[src/rtl/vga_timing_gen.sv]
// vga_timing_gen: VGA raster timing source; define VGA_TIMING_TEST_PATTERN_EN for colour bars on rgb_out
module vga_timing_gen #(
  parameter int H_ACTIVE = 800,
  parameter int H_FP     = 40,
  parameter int H_SYNC   = 128,
  parameter int H_BP     = 88,
  parameter int V_ACTIVE = 600,
  parameter int V_FP     = 1,
  parameter int V_SYNC   = 4,
  parameter int V_BP     = 23,
  parameter int SYNC_POL = 1
) (
  input  logic        pclk,
  input  logic        rst,
  output logic [10:0] hcount_out,
  output logic        hsync_out,
  output logic        hblnk_out,
  output logic [10:0] vcount_out,
  output logic        vsync_out,
  output logic        vblnk_out,
  output logic [11:0] rgb_out,
  output logic        frame_start
);
  localparam logic [10:0] H_LAST = 11'(H_ACTIVE + H_FP + H_SYNC + H_BP - 1);
  localparam logic [10:0] V_LAST = 11'(V_ACTIVE + V_FP + V_SYNC + V_BP - 1);
  localparam logic [10:0] HA  = 11'(H_ACTIVE);
  localparam logic [10:0] HS0 = 11'(H_ACTIVE + H_FP);
  localparam logic [10:0] HS1 = 11'(H_ACTIVE + H_FP + H_SYNC);
  localparam logic [10:0] VA  = 11'(V_ACTIVE);
  localparam logic [10:0] VS0 = 11'(V_ACTIVE + V_FP);
  localparam logic [10:0] VS1 = 11'(V_ACTIVE + V_FP + V_SYNC);
  localparam logic POL = 1'(SYNC_POL);
  logic [10:0] h_nxt, v_nxt;
  logic        h_wrap;
  logic [11:0] rgb_nxt;
  // Flags are derived from the next counter values so they land on the same cycle as the counts.
  always_comb begin
    h_wrap = hcount_out == H_LAST;
    h_nxt  = h_wrap ? '0 : hcount_out + 11'd1;
    v_nxt  = h_wrap ? (vcount_out == V_LAST ? '0 : vcount_out + 11'd1) : vcount_out;
  end
`ifdef VGA_TIMING_TEST_PATTERN_EN
  localparam logic [10:0] BAR_W = 11'(H_ACTIVE / 8);
  localparam logic [95:0] BARS = {12'h000, 12'h00f, 12'hf00, 12'hf0f,
                                  12'h0f0, 12'h0ff, 12'hff0, 12'hfff};
  logic [2:0] bar;
  always_comb begin
    bar     = 3'(h_nxt / BAR_W);
    rgb_nxt = (h_nxt >= HA || v_nxt >= VA) ? '0 : BARS[12*bar +: 12];
  end
`else
  assign rgb_nxt = '0;
`endif
  always_ff @(posedge pclk) begin
    if (!rst) begin
      hcount_out  <= '0;
      vcount_out  <= '0;
      hblnk_out   <= 1'b0;
      vblnk_out   <= 1'b0;
      hsync_out   <= ~POL;
      vsync_out   <= ~POL;
      rgb_out     <= '0;
      frame_start <= 1'b0;
    end else begin
      hcount_out  <= h_nxt;
      vcount_out  <= v_nxt;
      hblnk_out   <= h_nxt >= HA;
      vblnk_out   <= v_nxt >= VA;
      hsync_out   <= (h_nxt >= HS0 && h_nxt < HS1) ? POL : ~POL;
      vsync_out   <= (v_nxt >= VS0 && v_nxt < VS1) ? POL : ~POL;
      rgb_out     <= rgb_nxt;
      frame_start <= h_nxt == '0 && v_nxt == '0;
    end
  end
endmodule

[config.mk]
export PLATFORM = sky130hd
export DESIGN_NAME = vga_timing_gen
export DESIGN_NICKNAME = d
export VERILOG_FILES = /design/src/rtl/vga_timing_gen.sv
export SDC_FILE = /design/constraint.sdc
export NUM_CORES = 1
export LEC_CHECK = 0
export CORE_MARGIN = 8
export CORE_UTILIZATION = 24
export CTS_BUF_LIST = sky130_fd_sc_hd__clkbuf_4
export DETAILED_ROUTE_END_ITERATION = 12
export PLACE_DENSITY = 0.46
export SLEW_MARGIN = 10
export SYNTH_ARGS = -nofsm -noshare
export SYNTH_HDL_FRONTEND = slang
export SYNTH_SLANG_ARGS = --single-unit
[constraint.sdc]
create_clock -name pclk -period 3.69 [get_ports pclk]
set_clock_uncertainty 0.15 [all_clocks]
set_input_delay 0.5535 -clock pclk [delete_from_list [all_inputs] [get_ports pclk]]
set_output_delay 0.5535 -clock pclk [all_outputs]
set_load 0.05 [all_outputs]
# ---- Word level (Yosys, flattened, before mapping)
# Cells that the tools add are included.
# W data, S select, Z words.
dict set report word_totals {
  rom_bits 0
  input_bits 2
  reg_bits 27
  n_memories 0
  ram_bits 0
  out_inout_bits 39
  latch_bits 0
  wordCells 27
}
dict set report op_classes {
  div_mod_pow 0
  n_bitwise 0
  order_cmp 6
  n_mux 5
  add_sub_neg 2
  multipliers 0
  shifts 0
  n_eq_ne 2
  n_reduce_logical 5
}
# operator count
set ops {}
lappend ops {{$ge A11 B10 Y1 const B} 4}
lappend ops {{$mux W11} 3}
lappend ops {{$add A11 B1 Y11 const B} 2}
lappend ops {{$logic_not A11 Y1} 2}
lappend ops {{$lt A11 B10 Y1 const B} 2}
lappend ops {{$eq A11 B10 Y1 const B} 1}
lappend ops {{$eq A11 B11 Y1 const B} 1}
lappend ops {{$logic_and A1 B1 Y1} 3}
lappend ops {{$mux W1} 2}

# ---- Longest topological paths before layout
dict set report logic_depth {
  word_depth 6
  mapped_depth 9
  depth_no_buf 7
}

# ---- Worst setup path after synthesis
# OpenSTA, ideal clock, no wires.
dict set report synth_timing {
  path_type {reg-to-reg}
  start {register hcount_out[0]}
  end {register vsync_out}
  path_buffers 1
  setup_ns 0.073
  t_arrival_ns 2.702
  period_less_slack_ns 2.925
  slack_ns 0.765
  required_ns 3.467
  path_stages_with_launch 9
  path_cell_list {dfxtp_1 ha_1 and4_1 buf_2 nand3_4 or4_4 a2111oi_4 nand4b_1 nor3b_2}
}
dict set report synth_between {
  elab_chain_cells 5
  word_cells_on_any_way 6
  classes_between {order compare: 2; eq/ne: 1; mux: 2; reduce/logical: 1}
}
# item line
set synth_rtl {}
lappend synth_rtl {{start: declaration} 15} ;# output logic [10:0] hcount_out,
lappend synth_rtl {{start signal: assignment} 65} ;# hcount_out <= h_nxt;
lappend synth_rtl {{$eq A11 B11 Y1 *} 38} ;# h_wrap = hcount_out == H_LAST;
lappend synth_rtl {{$mux W11 *} 40} ;# v_nxt = h_wrap ? (vcount_out == V_LAST ? '0 : vcount_out + 11'd1) : vcount_out;
lappend synth_rtl {{$ge A11 B10 Y1 / $lt A11 B10 Y1 (equally long branches)} 70} ;# vsync_out <= (v_nxt >= VS0 && v_nxt < VS1) ? POL : ~POL;
lappend synth_rtl {{$logic_and A1 B1 Y1 *} 70}
lappend synth_rtl {{$mux W1 *} 70}
lappend synth_rtl {{end signal: assignment} 61} ;# vsync_out <= ~POL;
lappend synth_rtl {{end signal: assignment} 70}
lappend synth_rtl {{end: declaration} 19} ;# output logic vsync_out,
# Every way passes the cells marked *; elsewhere a longest branch is shown, timed or not.
# A chain may end at the register's enable or synchronous reset.

# ---- Worst setup path in the final report
dict set report layout_timing {
  start {register hcount_out[0]}
  end {register frame_start}
}
dict set report layout_between {
  elab_chain_cells 4
  word_cells_on_any_way 7
  classes_between {add/sub: 1; eq/ne: 1; mux: 2; reduce/logical: 3}
}
# item line
set layout_rtl {}
lappend layout_rtl {{$add A11 B1 Y11 / $eq A11 B11 Y1 (equally long branches)} {39, 38}}
lappend layout_rtl {{$mux W11 (on tied branches)} {39, 40}}
lappend layout_rtl {{$logic_not A11 Y1} 72} ;# frame_start <= h_nxt == '0 && v_nxt == '0;
lappend layout_rtl {{$logic_and A1 B1 Y1 *} 72}
lappend layout_rtl {{end signal: assignment} 63} ;# frame_start <= 1'b0;
lappend layout_rtl {{end signal: assignment} 72}
lappend layout_rtl {{end: declaration} 22} ;# output logic frame_start
# Marks and branches as above.

==> reports/metrics.yaml <==
outcome: "completed"
synthCells: 219
placed_cells: 331
static-leakage-power_nw: 0.7270
synth_seq_area_share_pct: 29.83
drt-pass1-iter-count: 4
final_cell_mix: "28 x clkdlybuf4s50_1, 27 x dfxtp_1, 16 x nor2_1"
path_clk_slew_ps: 160
async_flop_share_pct: 0
synth_edf_count: 0
mostFrequentLayoutCell: "clkdlybuf4s50_1"
coreArea_um2: 7292
finalMaxSlewViolations: 0
cts_buffers: 3
yosys.area.top_type_share_pct: 29.83
yosysTopAreaCell: "dfxtp_1"
crit_required_ps: 3770
cts_hold_buffers: 0
drt.antenna.violating_nets: 0
cts_tree: "done"
peakVddDrop_v: 0.0001016
cts_max_level: 1
cts_root_buf: "clkbuf_4"
critPathMaxFanout: 13
fin_setup_tns_ps: 0
wire_per_inst_um: 14.63
port_buffers: 28
start_util_pct: 24.85
rsz0062_at_grt: "no"
hold_class: "reg -> reg"
r2r-start: "hcount_out[0]"
powerDensity_nw_per_um2: 239.3
arrival_ps: 3080
final_cells: 335
die_w_um: 102.9
cts_buffer_depth: 2
remaining_drc_errors: 0
relSlewSlack_pct: 62.06
critPathKind: "reg -> reg"
syn_area_um2: 1812
die_h_um: 102.9
initialDrtViolationCount: 142
setup.worst_path.start: "hcount_out[0]"
antenna_cells: 0
die-area_um2: 10590
cts_sinks: 27
crit_path_start_kind: "flip-flop"
grt_pass1_vias: 1505
grt_antenna_before_repair: 0
grt_usage_pct: 9.549
synthFlopType: "dfxtp_1"
post_cts_buffers: 0
avgViaCountPerCell: 4.782
hpwl_mm: 3.708
worst_pin_slew_ps: 564.4
max_stage_delay_ps: 520
critical_path.top_delay_family: "simple AND/OR/NAND/NOR gates"
path_buf_inv: 0
synth_area_leaders: "dfxtp_1 30%, buf_4 5.0%, and2_1 4.8%"
ys_seq_elements: 27
vias: 1602
grt_max_degree: 16
hp-start: "hcount_out[0]"
drv_cap: 0
crit_path_cell_trace: "ha_1 > and4_1 > and3_1 > a31oi_1 > nor2_1 > nand4b_1 > a2111oi_0"
post-route-min-period_ps: 3000
fp-row-count: 31
insertion_delay_ps: 340
io_pins: 41
post_cts_resized: 0
max_freq_ghz: 0.3333
cp-end-kind: "flip-flop"
synthDistinctLibCells: 54
grt_pass1_wl_mm: 7.893
setup_viol: 0
hold_viol_final: 0
gp_congestion: 0.8204
nets: 241
drive_gt1_share_pct: 5.508
area_growth_pct: 17.68
grt_remaining_overflow: 0
timing.final.crit_share_pct: 81.30
wirelength_mm: 4.902
yosysWarnings: 0
syn_area_per_cell_um2: 8.273
crit_slowest_cell: "and3_1"
[path summary, 6_finish.rpt]
check                                     end  slack, ps  cells after the start
worst min register to register  hcount_out[0]        350                      1
worst max register to register    frame_start        690                      7
worst min-delay path            hcount_out[0]        350                      1
worst max-delay path              frame_start        690                      7
[sequential cells by signal, indices dropped and copies added, names as in the netlist]
name,count
frame_start,1
hblnk_out,1
hcount_out,11
hsync_out,1
vblnk_out,1
vcount_out,11
vsync_out,1
[power breakdown]
group | total, mW | switching (mW) | leakage [nW] | internal (mW)
logic | 0.0694 | 0.0549 | 0.491 | 0.0145
clock network | 0.140 | 0.0991 | 0.0177 | 0.0407
registers | 0.301 | 0.00523 | 0.218 | 0.296
[metal layers]
layer  global-route usage [%]  vias up  wire length [µm]  part of all wire [%]
met5                        0        -                 0                     0
met4                    4.338        0                65                   1.3
met3                    1.823        4               264                   5.4
met2                    14.74       33              2296                    47
met1                    12.51      762              2276                    46
li1                         -      803                 -                     -
[layout make-up]
type / count / area [µm²]
fillers: 823 / 5160
repair buffers: 29 / 287.8
clock inverters: 1 / 5.005
well taps: 99 / 123.9
multi-input cells: 172 / 1137
inverters: 4 / 15.01
clock buffers: 3 / 22.52
flip-flops and latches: 27 / 540.5
[cells in the mapped netlist, drive strengths merged (2+ instances only)]
library cell   n
clkbuf         8
nor2          16
xor2           6
o2111ai        3
o32ai          2
or4            2
a21oi          8
nor2b          6
and2          14
xnor2         10
a21boi         4
ha             2
nand4b         2
o21a           2
nor4           4
and3          11
o21ai          5
nor3b          2
a211oi         2
buf           19
and4           3
or3            2
nand2b         5
nand4          6
inv            4
dfxtp         27
o31ai          3
nand2         13
a2111oi        3
nand3          7
nor3           4
a22oi          2
[stage by stage]
| stage | setup WS [ps] | power, mW | cell area, µm² | util (%) | hold WS (ps) |
|---|---|---|---|---|---|
| after floorplan | 765.2 | 0.3704 | 1853 | - | 508.7 |
| after global placement | 837.5 | 0.3770 | 2105 | 28.86 | 302.6 |
| after detailed placement | 719.3 | 0.3761 | 2105 | 28.86 | 310.0 |
| after CTS | 668.8 | 0.5221 | 2132 | 29.24 | 357.1 |
| after global routing | 462.8 | 0.5334 | 2132 | 29.24 | 377.6 |
| final | 690.0 | 0.5101 | 2132 | 29.24 | 349.2 |
[cell families (layout without fill, tap and decap cells)]
| family | Yosys count | after routing | share of synthesized area (%) |
|---|---|---|---|
| adder cells (fa/ha/maj) | 2 | 2 | 1.381 |
| flip-flops | 27 | 27 | 29.83 |
| other | 1 | 12 | 0.2070 |
| AO/OA/AOI/OAI | 42 | 42 | 17.82 |
| XOR/XNOR | 16 | 16 | 7.735 |
| buffers and inverters | 31 | 37 | 9.668 |
| AND/OR/NAND/NOR | 100 | 100 | 33.36 |
Note: power is estimated with default switching activity, not from simulation.
